File: config.mk
export PLATFORM = sky130hd
export DESIGN_NAME = imm_gen_pipe
export DESIGN_NICKNAME = d
export VERILOG_FILES = /design/src/rtl/imm_gen_pipe.sv
export SDC_FILE = /design/constraint.sdc
export NUM_CORES = 1
export LEC_CHECK = 0
export ABC_CLOCK_PERIOD_IN_PS = 5000
export BUFFER_PORTS_ARGS = -buffer_cell sky130_fd_sc_hd__buf_2
export CORE_UTILIZATION = 40
export CTS_CLUSTER_SIZE = 40
export DETAILED_ROUTE_END_ITERATION = 7
export SETUP_SLACK_MARGIN = 0.1
export SLEW_MARGIN = 20
export SYNTH_ARGS = -nofsm -noshare
export SYNTH_HDL_FRONTEND = slang
export SYNTH_SLANG_ARGS = --single-unit
File: constraint.sdc
create_clock -name clk -period 5 [get_ports clk]
set_input_delay 0.25 -clock clk [delete_from_list [all_inputs] [get_ports clk]]
set_output_delay 0.25 -clock clk [all_outputs]
set_load 0.03 [all_outputs]
File: src/rtl/imm_gen_pipe.sv
// Registered immediate generator for the decode stage: valid/ready in, valid/ready out,
// one-cycle latency, a second (skid) entry to keep full rate under back-pressure, and a sync flush.
module imm_gen_pipe #(
    parameter int XLEN  = 32,
    parameter int TAG_W = 32
) (
    input  logic             clk,
    input  logic             rstn,
    input  logic             flush,
    input  logic             in_valid,
    output logic             in_ready,
    input  logic [31:0]      in_inst,
    input  logic [2:0]       in_imm_type,
    input  logic [TAG_W-1:0] in_tag,
    output logic             out_valid,
    input  logic             out_ready,
    output logic [XLEN-1:0]  out_imm,
    output logic [TAG_W-1:0] out_tag
);

    typedef enum logic [1:0] {
        ST_EMPTY = 2'd0,
        ST_BUSY  = 2'd1,
        ST_FULL  = 2'd2
    } state_t;

    state_t           r_state;
    state_t           w_state_next;
    logic             r_out_valid;
    logic             r_in_ready;
    logic [XLEN-1:0]  r_main_imm;
    logic [XLEN-1:0]  w_main_imm_next;
    logic [TAG_W-1:0] r_main_tag;
    logic [TAG_W-1:0] w_main_tag_next;
    logic [XLEN-1:0]  r_skid_imm;
    logic [XLEN-1:0]  w_skid_imm_next;
    logic [TAG_W-1:0] r_skid_tag;
    logic [TAG_W-1:0] w_skid_tag_next;
    logic [XLEN-1:0]  w_imm;
    logic             w_in_xfer;
    logic             w_out_xfer;
    logic             w_unused_opcode;

    // The opcode field never contributes to an immediate.
    assign w_unused_opcode = ^in_inst[6:0];

    // Size casts of $signed operands sign-extend to XLEN.
    always_comb begin
        w_imm = '0;
        case (in_imm_type)
            3'd1:    w_imm = XLEN'($signed(in_inst[31:20]));
            3'd2:    w_imm = XLEN'($signed({in_inst[31:25], in_inst[11:7]}));
            3'd3:    w_imm = XLEN'($signed({in_inst[31], in_inst[7], in_inst[30:25],
                                            in_inst[11:8], 1'b0}));
            3'd4:    w_imm = XLEN'($signed({in_inst[31:12], 12'b0}));
            3'd5:    w_imm = XLEN'($signed({in_inst[31], in_inst[19:12], in_inst[20],
                                            in_inst[30:21], 1'b0}));
            3'd6:    w_imm = XLEN'(in_inst[19:15]);
            3'd7:    w_imm = (XLEN == 64) ? XLEN'(in_inst[25:20]) : XLEN'(in_inst[24:20]);
            default: w_imm = '0;
        endcase
    end

    assign w_in_xfer  = in_valid && r_in_ready;
    assign w_out_xfer = r_out_valid && out_ready;

    always_comb begin
        w_state_next    = r_state;
        w_main_imm_next = r_main_imm;
        w_main_tag_next = r_main_tag;
        w_skid_imm_next = r_skid_imm;
        w_skid_tag_next = r_skid_tag;
        if (flush) begin
            w_state_next = ST_EMPTY;
        end else begin
            case (r_state)
                ST_EMPTY: begin
                    if (w_in_xfer) begin
                        w_main_imm_next = w_imm;
                        w_main_tag_next = in_tag;
                        w_state_next    = ST_BUSY;
                    end
                end
                ST_BUSY: begin
                    if (w_in_xfer && w_out_xfer) begin
                        w_main_imm_next = w_imm;
                        w_main_tag_next = in_tag;
                    end else if (w_in_xfer) begin
                        w_skid_imm_next = w_imm;
                        w_skid_tag_next = in_tag;
                        w_state_next    = ST_FULL;
                    end else if (w_out_xfer) begin
                        w_state_next = ST_EMPTY;
                    end
                end
                ST_FULL: begin
                    if (w_out_xfer) begin
                        w_main_imm_next = r_skid_imm;
                        w_main_tag_next = r_skid_tag;
                        w_state_next    = ST_BUSY;
                    end
                end
                default: w_state_next = ST_EMPTY;
            endcase
        end
    end

    // Handshake flags are registered copies of the next state so in_ready never sees out_ready.
    always_ff @(posedge clk or negedge rstn) begin
        if (!rstn) begin
            r_state     <= ST_EMPTY;
            r_out_valid <= 1'b0;
            r_in_ready  <= 1'b1;
            r_main_imm  <= '0;
            r_main_tag  <= '0;
            r_skid_imm  <= '0;
            r_skid_tag  <= '0;
        end else begin
            r_state     <= w_state_next;
            r_out_valid <= (w_state_next != ST_EMPTY);
            r_in_ready  <= (w_state_next != ST_FULL);
            r_main_imm  <= w_main_imm_next;
            r_main_tag  <= w_main_tag_next;
            r_skid_imm  <= w_skid_imm_next;
            r_skid_tag  <= w_skid_tag_next;
        end
    end

    assign out_valid = r_out_valid;
    assign in_ready  = r_in_ready;
    assign out_imm   = r_main_imm;
    assign out_tag   = r_main_tag;

endmodule

==> results by stage, run 1 <==
Timing:
- The setup total negative slack is 0 ps.
- The final count of hold timing violations is 0.
- The final critical-path required period is 3130 ps.
- Setup repair after global routing left no endpoint under its margin.
- The final count of negative-setup-slack endpoints is 0.
- The part of the cycle the worst path needs is 0.627.
- At the pin with the least slew margin, the transition time is 890 ps.
- The relative max-transition margin is 0.405.
- Between clock sinks in the finished design, the worst skew comes to 6.64 ps.
- The maximum achievable frequency is 319 MHz.
- The number of pins with negative max-slew slack in the final report is 0.

Synthesis:
- The number of enable-type register cells in the synthesized netlist is 0.
- The number of synthesis warnings is 0.
- The most instantiated flip-flop cell in the synthesis netlist is sky130_fd_sc_hd__dfrtp_1.
- The cell count after synthesis is 640.
- The post-synth net total is 712.
- Counting flops with an async set or reset pin after synthesis yields a share of 1.00.
- Yosys attributes the largest share of cell area to sky130_fd_sc_hd__dfrtp_1 (53%), sky130_fd_sc_hd__nand2_1 (15%), sky130_fd_sc_hd__mux2_2 (12%), sky130_fd_sc_hd__o21ai_0 (2.6%), sky130_fd_sc_hd__a31oi_1 (2.2%).
- The number of register bits inferred by synthesis is 132.
- The sequential area share after synthesis is 0.538.
- The share of synthesized area in the top cell type comes to 0.534.
- The mean area per synthesized cell is 9.59 um2.
- The combined area of all synthesized cells is 6140 um2.
- The synthesized netlist contains 41 unique library cells.
- The most area-hungry cell type in the Yosys netlist is sky130_fd_sc_hd__dfrtp_1.

GRT:
- The overall fraction of global-route tracks in use is 0.189.
- The initial antenna violation count is 1.
- The first global-routing pass estimated 23400 um of wire.
- Entering global routing, the biggest net connects 84 pins.
- The remaining global-route overflow is 0.
- The number of global-route vias before repair is 4705.

Setup path:
- The critical path launch point is r_state[1]$_DFF_PN0_.
- For the worst flop-to-flop path, the logic depth is 5.
- The setup check on the worst reg-to-reg path leaves a slack of 1870 ps.
- For the worst setup path, the data required time is 5290 ps.
- The worst setup path is captured at a flip-flop.
- The critical path ends at out_tag[13]$_DFFE_PN0P_.
- Of all nets on the critical path, the largest fanout is 66.
- The category of the most critical setup path is flip-flop to flip-flop.
- The capture instance of the worst register-to-register path is out_tag[13]$_DFFE_PN0P_.
- The startpoint type of the worst setup path is a flip-flop.
- The startpoint identified for the worst register-to-register timing path is r_state[1]$_DFF_PN0_.
- The data arrival time of the critical path is 3430 ps.

Clock tree:
- The number of buffers created by CTS is 17.
- Post-CTS timing repair inserted 0 buffers for setup.
- The number of gates resized after CTS was 0.
- The number of hold buffers added after cts is 1.
- The CTS sink count is 132.
- The clock tree from TritonCTS is yes.
- The insertion delay to the later sink of the worst-skew pair is 410 ps.
- No sink is reached through more buffers than the 2 on the longest clock path.
- After clock tree synthesis, the clock-pin slew on the worst setup and hold paths is 60 ps.
- The cell sitting at the root of the clock tree is a sky130_fd_sc_hd__clkbuf_16.
- CTS built an H-tree with a depth of 4.

Die:
- In this run the standard cell core region covers 14800 um2.
- The area of the die is 15800 um2.
- The die is 126 um tall.
- The number of placement rows is 44.
- For this configuration, the core starts out at a cell density of 0.416.
- The floorplan step set the die width to 126 um.
- The total I/O pin count is 138.

Power:
- The maximum resistive drop on vdd is 0.247 mV.
- The analysis attributes to cell leakage a power of 3.74 nW.
- The ratio of total power to cell area is 524 nW/um2.

Flow run:
- Across the run, the number of max-cap violations was 0.

Drt:
- The total via count in the routed design is 4850.
- The DRC violation count after routing is 0.
- The final layout contains routed wiring with a total length of 14100 um.
- For this block, the initial DRC count from the detailed router was 225.
- The ratio of routed vias to standard cells is 5.10.
- The post-route antenna net violation count is 0.
- The first-pass detailed-route iteration total is 7.
- In the final routed layout, each cell accounts on average for 14.8 um.

Placement:
- The total half-perimeter wirelength after legalization and detailed placement is 9570 um.
- The count of input and output buffers is 130.
- The cell count after placement is 917.
- The global placement routability congestion is 0.826.

Layout:
- In the final layout, the share of cells above drive strength 1 is 0.315.
- Compared with the post-synthesis result, the final layout area differs by 21.2%.
- The count of cells in the finished layout, fillers not included, comes to 951.
- Fill cells in the final layout number 1382.
- The final layout net count is 825.

Hold path:
- The class of the tightest hold or removal check is input port to flip-flop.

Outcome:
- The flow ran to the end, and the final reports show no timing, DRC or antenna violations.
[cells in the final DEF (no fill, tap or decap), types with 2 or more instances in the layout]
cell type	instances
sky130_fd_sc_hd__a21oi_1	8
sky130_fd_sc_hd__a221oi_1	4
sky130_fd_sc_hd__a2bb2oi_1	8
sky130_fd_sc_hd__a31oi_1	22
sky130_fd_sc_hd__buf_2	129
sky130_fd_sc_hd__buf_4	5
sky130_fd_sc_hd__buf_6	2
sky130_fd_sc_hd__bufinv_16	2
sky130_fd_sc_hd__clkbuf_16	17
sky130_fd_sc_hd__clkbuf_8	2
sky130_fd_sc_hd__clkinv_2	3
sky130_fd_sc_hd__clkinv_4	3
sky130_fd_sc_hd__clkinvlp_4	4
sky130_fd_sc_hd__dfrtp_1	131
sky130_fd_sc_hd__inv_1	6
sky130_fd_sc_hd__mux2_1	3
sky130_fd_sc_hd__mux2_2	64
sky130_fd_sc_hd__mux2i_1	7
sky130_fd_sc_hd__nand2_1	252
sky130_fd_sc_hd__nand2b_1	3
sky130_fd_sc_hd__nand3_1	7
sky130_fd_sc_hd__nor2_1	26
sky130_fd_sc_hd__nor2b_1	2
sky130_fd_sc_hd__o21ai_0	32
[critical path, stage by stage, from the launching register on]
cell and delay (ps):
sky130_fd_sc_hd__dfrtp_1 500, sky130_fd_sc_hd__and2b_4 720, sky130_fd_sc_hd__o211ai_2 220, sky130_fd_sc_hd__a21oi_4 750, sky130_fd_sc_hd__buf_4 440, sky130_fd_sc_hd__mux2_2 380
[layer usage]
metal | GRT usage | up-vias | share of wire
li1 | - | 2356 | -
met1 | 0.250 | 2337 | 0.46
met2 | 0.288 | 130 | 0.47
met3 | 0.0489 | 27 | 0.041
met4 | 0.0921 | 0 | 0.027
met5 | 0 | - | 0
[cells in the mapped netlist (all sizes together), types with 2 or more instances]
cell type	number
a21oi	9
o21ai	32
nand2b	4
a221oi	4
nor3b	2
nand2	252
inv	6
clkbuf	16
mux2	67
a31oi	22
dfrtp	131
nor2b	2
o211ai	2
nand3	7
buf	27
a2bb2oi	8
nor2	26
mux2i	7
[stage by stage]
step           hold slack (ps)  instance area [um2]  setup WS (ps)   util  total power [mW]
2_1_floorplan            -45.6                 6140           3070      -              2.37
3_3_place_gp               344                 6830           1670  0.463              2.67
3_5_place_dp               350                 6840           1500  0.464              2.71
4_1_cts                   24.2                 7440           1510  0.504              3.95
5_1_grt                   33.8                 7440           1600  0.504              4.12
6_report                  41.4                 7440           1870  0.504              3.90
[worst min-delay path by stage]
stage,start,endpoint,slack [ps],depth (start not counted)
global placement,rstn,out_imm[10]$_DFFE_PN0P_,340,1
finish,in_tag[23],r_skid_tag[23]$_DFFE_PN0P_,40,3
floorplan,rstn,out_imm[0]$_DFFE_PN0P_,-50,0
CTS,in_tag[23],r_skid_tag[23]$_DFFE_PN0P_,20,3
global route,in_tag[27],r_skid_tag[27]$_DFFE_PN0P_,30,3
detailed placement,rstn,out_imm[10]$_DFFE_PN0P_,350,1
[cell type report]
type                       instances  area [um2]  share of cell area
sequential                       132        3300               0.444
multi-input combinational        459        2580               0.347
timing repair buffer             137         716              0.0962
clock buffer                      20         457              0.0614
tap                              184         230              0.0309
clock inverter                    12         131              0.0177
inverter                           6        22.5             0.00303
antenna                            1        2.50            0.000336
[flip-flops by register name (all words and copies together), names as in the netlist]
name / cells
r_skid_imm: 32
out_valid: 1
out_imm: 32
r_skid_tag: 32
out_tag: 32
in_ready: 1
r_state: 2
[power breakdown]
group | switching [mW] | internal (mW)
clock network | 0.456 | 0.759
registers | 0.182 | 1.43
logic | 0.683 | 0.391
[kinds of logic (layout without fill, tap and decap cells)]
logic type / count (synthesis) / after routing / synth area share
AO/OA/AOI/OAI: 84 / 84 / 0.0874
buffers and inverters: 49 / 175 / 0.0444
flip-flops: 132 / 132 / 0.538
multiplexers: 74 / 74 / 0.134
other: 0 / 1 / 0
AND/OR/NAND/NOR: 301 / 301 / 0.196
Power figures use the tool's default switching activity.
==> inputs of run 2 (changes only) <==
--- a/config.mk
+++ b/config.mk
@@ -5,7 +5,7 @@
 export SDC_FILE = /design/constraint.sdc
 export NUM_CORES = 1
 export LEC_CHECK = 0
-export ABC_CLOCK_PERIOD_IN_PS = 5000
+export ABC_CLOCK_PERIOD_IN_PS = 3140
 export BUFFER_PORTS_ARGS = -buffer_cell sky130_fd_sc_hd__buf_2
 export CORE_UTILIZATION = 40
 export CTS_CLUSTER_SIZE = 40
==> constraint.sdc (replaced) <==
create_clock -name clk -period 3.14 [get_ports clk]
set_input_delay 0.157 -clock clk [delete_from_list [all_inputs] [get_ports clk]]
set_output_delay 0.157 -clock clk [all_outputs]
set_load 0.03 [all_outputs]
==> run 2 against run 1 <==
Compared with the run above:
- critical path depth stayed put
- global-route usage is 0.81 points higher
- die area unchanged
- worst setup slack got worse by 1100 ps
- via count is 2.0% higher
- clock power increased by 69%
- wire length grew 3.4%
- largest cell class unchanged
==> results by stage, run 2 (synthesis gave the netlist of run 1 again) <==
Clock tree:
- The buffer depth of the longest clock path is 2.
- The depth of the CTS H-tree is 4.
- The post-CTS setup-driven buffer insertion count is 0.
- The post-CTS clock slew at the launch and capture registers of the worst setup and hold paths is 60 ps.
- TritonCTS built the clock tree.
- Counting the buffers created by CTS gives 17.
- For this design, the sink count on the clock tree is 132.
- The buffer type at the clock tree root is sky130_fd_sc_hd__clkbuf_16.
- The insertion delay to the later sink of the worst-skew pair is 420 ps.

Setup path:
- For flop-to-flop paths, the worst setup slack is 790 ps.
- Data arrives at the worst endpoint at 2660 ps.
- The critical path in this run is classified as flip-flop to flip-flop.
- The capture instance of the worst register-to-register path is r_skid_tag[26]$_DFFE_PN0P_.
- The most prevalent standard cell on the critical path is sky130_fd_sc_hd__nand2_1.
- The critical path goes through nand2_1 > or4_2 > buf_4 > nand2_1 > nand2_1.
- The family with the most delay on the worst path is simple AND/OR/NAND/NOR gates.
- The critical path's largest stage delay is 980 ps.
- The number of cells on the worst reg-to-reg path is 5.
- The startpoint type of the worst setup path is a flip-flop.
- STA classifies the critical path endpoint as a flip-flop.
- The endpoint required time on the critical path is 3440 ps.
- In this run the critical register-to-register path is launched from in_ready$_DFF_PN1_.
- The critical path's slowest cell is sky130_fd_sc_hd__or4_2.
- Counting both buffers and inverters, the worst setup path holds a total of 1.
- Of all nets on the critical path, the largest fanout is 37.

Power:
- The leakage power is 3.91 nW.
- The net switching power of the design is 2.12 mW.
- The fraction of power spent switching nets is 0.333.
- Dividing total power by cell area gives a power density of 816 nW/um2.
- The combinational share of power is 0.273.
- The share of total power dissipated in sequential elements is 0.404.
- Across the VDD grid, the largest voltage drop is 0.388 mV.
- The share of total power dissipated in the clock network is 0.323.
- The cell internal power dissipation is 4.24 mW.

Timing:
- The transition time at the pin with the least slew margin is 998 ps.
- The part of the cycle the worst path needs is 0.750.
- Setup repair after global routing left no endpoint under its margin.
- The final count of negative-setup-slack endpoints is 0.
- Setup total negative slack on the finished layout was measured at 0 ps.
- The clock skew is 5.72 ps.
- Once routing completed, OpenROAD measured the worst setup slack at 786 ps.
- The final count of hold timing violations is 0.
- The number of pins with negative max-slew slack in the final report is 0.
- The clock period could shrink to 2350 ps.
- Headroom to the max-slew limit came out at 0.335.
- The maximum achievable frequency is 425 MHz.

GRT:
- The number of global-route vias before repair is 4788.
- The overall fraction of global-route tracks in use is 0.197.
- The largest net degree at the start of global routing is 123.
- The routing layer with the top usage in global route is met2.
- For met1 alone, demand over resource in global routing was 0.262.
- The first global-routing pass estimated 24400 um of wire.
- The initial antenna violation count is 0.
- The met2 track demand over resource in global routing is 0.307.
- After global routing the overflow that remains totals 0.
- For this run, global-route usage on met3 was measured as 0.0544.

Placement:
- The count of input and output buffers is 130.
- The congestion estimate from routability-driven global placement came to 0.872.
- The total half-perimeter wirelength after legalization and detailed placement is 9470 um.
- The pre-CTS setup slack is 819 ps.
- Counting tap cells, the placed design contains a total of 919 instances.

Die:
- The area of the die is 15800 um2.
- In this run the standard cell core region covers 14800 um2.
- The horizontal extent of the die is 126 um.
- 138 I/O pins were placed.
- The number of placement rows is 44.
- For this configuration, the core starts out at a cell density of 0.416.
- The y dimension of the die is 126 um.

Layout:
- Measured on the finished design, the core utilization comes to 0.528.
- The top cell types in the final layout, fill and taps aside, are sky130_fd_sc_hd__nand2_1 (252), sky130_fd_sc_hd__dfrtp_1 (131), sky130_fd_sc_hd__buf_2 (129).
- The commonest non-fill, non-tap cell in the layout is sky130_fd_sc_hd__nand2_1.
- After the last flow step, the layout net total stands at 859.
- The multi-input combinational cell area is 2580 um2.
- In the final layout, the share of cells above drive strength 1 is 0.305.
- The area growth from synthesis to layout is 27.0%.
- The count of antenna diodes in the layout is 0.
- Excluding fillers, the count of instances in the completed layout stands at 984.
- Summing all flip-flop and latch instances after layout gives 3300 um2.
- The layout has 1335 filler cells.

Drt:
- The post-route antenna net violation count is 0.
- After detailed routing, the average wire length per cell comes to 14.8 um.
- The total via count in the routed design is 4946.
- The ratio of routed vias to standard cells is 5.03.
- For this block, the initial DRC count from the detailed router was 287.
- The wire length after detailed routing is 14600 um.
- The first-pass detailed-route iteration total is 5.
- In the routed design, unresolved DRC markers number 0.

Hold path:
- Along the worst hold path, the cell count comes to 2.
- The hold path endpoint is r_state[0]$_DFF_PN0_.
- In this run the most critical hold path is launched from flush.
- In this run the worst hold path is classified as input port to flip-flop.

Outcome:
- The flow ran to the end, and the final reports show no timing, DRC or antenna violations.

Flow run:
- The number of max-cap violations is 0.
[run 2: changes by cell type in the layout (fill, tap and decap cells not counted), sizes merged]
cell and change:
clkbuf -2, clkinv +4, diode -1, buf +1, bufinv +2, dlygate4sd3 +32
clkinvlp -3
[run 2: final cells by class]
cell class	count	share of cell area
clock buffers	17	0.0546
clock inverters	15	0.0242
repair buffers	171	0.135
flip-flops and latches	132	0.424
multi-input cells	459	0.330
well taps	184	0.0295
inverters	6	0.00289
[run 2: how the worst max path moves through the flow]
| stage | from | endpoint | slack [ps] | cells after the start |
|---|---|---|---|---|
| after floorplan | in_ready$_DFF_PN1_ | out_tag[15]$_DFFE_PN0P_ | 1210 | 5 |
| after global routing | in_ready$_DFF_PN1_ | r_skid_tag[20]$_DFFE_PN0P_ | 690 | 5 |
| after detailed placement | in_ready$_DFF_PN1_ | r_skid_tag[26]$_DFFE_PN0P_ | 820 | 5 |
| after global placement | in_ready$_DFF_PN1_ | r_skid_tag[0]$_DFFE_PN0P_ | 850 | 5 |
| after CTS | in_ready$_DFF_PN1_ | r_skid_tag[26]$_DFFE_PN0P_ | 780 | 5 |
| final | in_ready$_DFF_PN1_ | r_skid_tag[26]$_DFFE_PN0P_ | 790 | 5 |
[run 2: repair_timing]
action | CTS | global route
hold buffers | 33 | 0
resized for setup | 0 | 0
hold endpoints to repair | 94 | 0
[run 2: power groups by stage]
stage | Sequential [mW] | Combinational (mW) | Clock [mW]
5_1_grt | 2.65 | 1.90 | 2.19
3_3_place_gp | 2.57 | 1.69 | 0
4_1_cts | 2.57 | 1.76 | 2.11
3_5_place_dp | 2.60 | 1.72 | 0
2_1_floorplan | 3.08 | 0.696 | 0
6_report | 2.57 | 1.74 | 2.05
[run 2: metrics by stage]
stage / instance area (um2) / hold slack [ps] / power, mW
after floorplan: 6140 / -139 / 3.77
after global placement: 6850 / 368 / 4.25
after detailed placement: 6850 / 370 / 4.32
after CTS: 7790 / 4.25 / 6.44
after global routing: 7800 / 21.5 / 6.74
final: 7800 / 20.8 / 6.36
[run 2: per-layer routing]
metal / part of all wire / vias up / wire length, um
met5: 0 / - / 0
met1: 0.47 / 2385 / 6800
met2: 0.47 / 112 / 6890
met3: 0.039 / 22 / 561
li1: - / 2427 / -
met4: 0.021 / 0 / 307
[run 2: worst reg2reg max path, stage by stage, from the launching register on]
cell and delay [ps]:
sky130_fd_sc_hd__dfstp_2 560, sky130_fd_sc_hd__nand2_1 130, sky130_fd_sc_hd__or4_2 980, sky130_fd_sc_hd__buf_4 390
sky130_fd_sc_hd__nand2_1 120, sky130_fd_sc_hd__nand2_1 70
==> inputs of run 3 (changes only) <==
--- a/config.mk
+++ b/config.mk
@@ -5,7 +5,7 @@
 export SDC_FILE = /design/constraint.sdc
 export NUM_CORES = 1
 export LEC_CHECK = 0
-export ABC_CLOCK_PERIOD_IN_PS = 3140
+export ABC_CLOCK_PERIOD_IN_PS = 2200
 export BUFFER_PORTS_ARGS = -buffer_cell sky130_fd_sc_hd__buf_2
 export CORE_UTILIZATION = 40
 export CTS_CLUSTER_SIZE = 40
==> constraint.sdc (replaced) <==
create_clock -name clk -period 2.2 [get_ports clk]
set_input_delay 0.11 -clock clk [delete_from_list [all_inputs] [get_ports clk]]
set_output_delay 0.11 -clock clk [all_outputs]
set_load 0.03 [all_outputs]
==> run 3 against run 2 <==
Compared with the run above:
- clock power grew 46%
- clock skew grew 2.9 ps
- register-to-register slack lost 530 ps
- combinational power grew 45%
- clock-buffer cell count grew 5
- critical endpoint is now out_tag[13]$_DFFE_PN0P_
- sequential power grew 43%
- sequential share of layout area shrank 0.77 points
==> results by stage, run 3 (synthesis gave the netlist of run 1 again) <==
Outcome:
- The run finished with clean final reports.

Clock tree:
- The H-tree was split into 4 levels.
- The post-CTS setup-driven buffer insertion count is 0.
- Clock-pin slew was measured on the worst setup and hold paths at 60 ps.
- The later pin in the worst-skew pair is clocked with a latency of 420 ps.
- Buffers inserted during clock tree synthesis total 17.
- The clock passes through at most 2 buffers.
- The number of hold buffers added after cts is 39.
- TritonCTS built the clock tree.
- The number of gates given a new drive strength after cts is 0.
- The CTS sink count is 132.
- The cell sitting at the root of the clock tree is a sky130_fd_sc_hd__clkbuf_16.

GRT:
- The first-pass GRT wire length is 25300 um.
- The initial antenna violation count came to 0.
- The routing layer with the top usage in global route is met2.
- The total overflow left after global routing is 0.
- For this run, global-route usage on met2 was measured as 0.324.
- The overall fraction of global-route tracks in use is 0.204.
- The number of global-route vias before repair is 5075.
- The largest net degree at the start of global routing is 66.
- For this run, global-route usage on met1 was measured as 0.265.
- For met3 alone, demand over resource in global routing was 0.0425.

Drt:
- The DRC violation count after routing is 0.
- The detailed router placed 5042 vias in this run.
- Before antenna repair, the detailed router went through 5 iterations.
- The post-route antenna net violation count is 0.
- After detailed routing, the average wire length per cell comes to 14.9 um.
- After the first detailed-routing iteration, the DRC count stood at 196.
- The wire length after detailed routing is 14900 um.
- The ratio of routed vias to standard cells is 5.07.

Layout:
- The repair_antennas step left the layout with diodes totalling 0.
- Compared with the post-synthesis result, the final layout area differs by 29.4%.
- The library cells used most frequently in the layout, excluding fill and tap cells, are sky130_fd_sc_hd__nand2_1 (252), sky130_fd_sc_hd__dfrtp_1 (131), sky130_fd_sc_hd__buf_2 (129).
- The commonest non-fill, non-tap cell in the layout is sky130_fd_sc_hd__nand2_1.
- The filler cells instantiated in the layout total 1345.
- The final core area utilization is 0.538.
- The sequential cells in the finished layout cover a total of 3300 um2.
- The multi-input combinational cell area is 2580 um2.
- The final layout contains 870 nets.
- The cell area after layout is 7940 um2.
- The number of cells in the finished layout apart from fillers is 995.
- In the final layout, the share of cells above drive strength 1 is 0.305.

Placement:
- The congestion estimate from routability-driven global placement came to 0.888.
- The count of input and output buffers is 130.
- The pre-CTS setup slack is 252 ps.
- Detailed placement ended at an HPWL of 9770 um.
- Counting tap cells, the placed design contains a total of 924 instances.
- The post-placement cell area is 6930 um2.

Setup path:
- The nature of the critical path endpoint is a flip-flop.
- The family with the most delay on the worst path is flip-flops.
- The largest single stage delay on the critical path is 470 ps.
- The signal on the critical path passes through and3b_1 > nand2b_1 > a21oi_4 > buf_4 > mux2_2.
- STA puts the critical path data arrival time at 2240 ps.
- The startpoint type of the worst setup path is a flip-flop.
- The critical path's slowest cell is sky130_fd_sc_hd__dfrtp_1.
- The maximum fanout encountered on the critical timing path is 21.
- Together, buffers and inverters on the worst path number 1.
- The reg2reg setup slack is 260 ps.
- The endpoint required time on the critical path is 2490 ps.
- The category of the most critical setup path is flip-flop to flip-flop.

Timing:
- Setup violations remaining at the end of the flow were counted as 0.
- Subtracting the final worst setup slack from the clock period gives 1940 ps.
- In this run the tightest slew margin relative to its limit is 0.602.
- Setup repair after global routing left no endpoint under its margin.
- After routing, the total negative slack on setup checks comes to 0 ps.
- The transition time at the pin with the least slew margin is 597 ps.
- The worst slack on hold paths is 16.5 ps.
- Across all setup checks in the final design, the least slack found is 255 ps.
- The number of pins with negative max-slew slack in the final report is 0.
- The final count of hold timing violations was 0.
- The maximum achievable frequency is 514 MHz.
- Clock skew on the completed layout was measured at 8.64 ps.
- The part of the cycle the worst path needs is 0.884.

Die:
- In this run the core area contains 44 standard-cell rows.
- The initial utilization of the core area, before any placement, comes to 0.416.
- The area of the die is 15800 um2.
- The horizontal extent of the die is 126 um.
- After floorplanning, the core was sized to cover 14800 um2.
- 138 I/O pins were placed.
- The y dimension of the die is 126 um.

Hold path:
- The path class of the tightest hold or removal check is input port to flip-flop.

Power:
- The total power is 9.18 mW.
- For this design the static power due to leakage is 3.97 nW.
- The worst-case IR drop observed on VDD is 0.557 mV.
- For this design the ratio of total power to cell area is 1160 nW/um2.

Flow run:
- The tool flagged a number of max-cap violations equal to 0.
[run 3: cell count changes in the layout (fill, tap and decap cells not counted)]
cell,before,now
sky130_fd_sc_hd__clkbuf_1,0,2
sky130_fd_sc_hd__buf_12,0,3
sky130_fd_sc_hd__clkinv_4,3,0
sky130_fd_sc_hd__dlygate4sd3_1,33,39
sky130_fd_sc_hd__buf_4,8,10
sky130_fd_sc_hd__clkinv_2,7,5
sky130_fd_sc_hd__buf_6,0,1
sky130_fd_sc_hd__clkbuf_8,1,3
[run 3: final timing paths]
path / start / endpoint / cells past startpoint
worst max register to register: r_state[1]$_DFF_PN0_ / out_tag[13]$_DFFE_PN0P_ / 5
max in group asynchronous: rstn / out_tag[25]$_DFFE_PN0P_ / 3
min in group asynchronous: rstn / out_imm[10]$_DFFE_PN0P_ / 2
worst max-delay path: r_state[1]$_DFF_PN0_ / out_tag[13]$_DFFE_PN0P_ / 5
worst min-delay path: in_inst[24] / r_skid_imm[24]$_DFFE_PN0P_ / 3
worst min register to register: r_skid_imm[0]$_DFFE_PN0P_ / r_skid_imm[0]$_DFFE_PN0P_ / 2
[run 3: final cells by class]
cell class	count	share of cell area
Sequential cell	132	0.416
Clock inverter	10	0.0192
Multi-Input combinational cell	459	0.324
Timing Repair Buffer	182	0.149
Clock buffer	22	0.0597
Tap cell	184	0.0290
Inverter	6	0.00284
[run 3: report_power, final]
part | total, mW | internal (mW) | switching (mW)
registers | 3.67 | 3.25 | 0.418
logic | 2.52 | 0.950 | 1.57
clock network | 2.99 | 1.98 | 1.01
[run 3: per-layer routing]
layer  vias to the layer above  wire length, um
li1                       2450                -
met1                      2448             6750
met2                       123             7310
met3                        21              537
met4                         0              254
met5                         -                0
[run 3: worst register-to-register path: cells and delay by family (launching register included)]
kind / cells / cell delay [ps]
compound gates: 1 / 200
simple gates: 2 / 430
flops: 1 / 470
buf+inv: 1 / 330
mux: 1 / 390
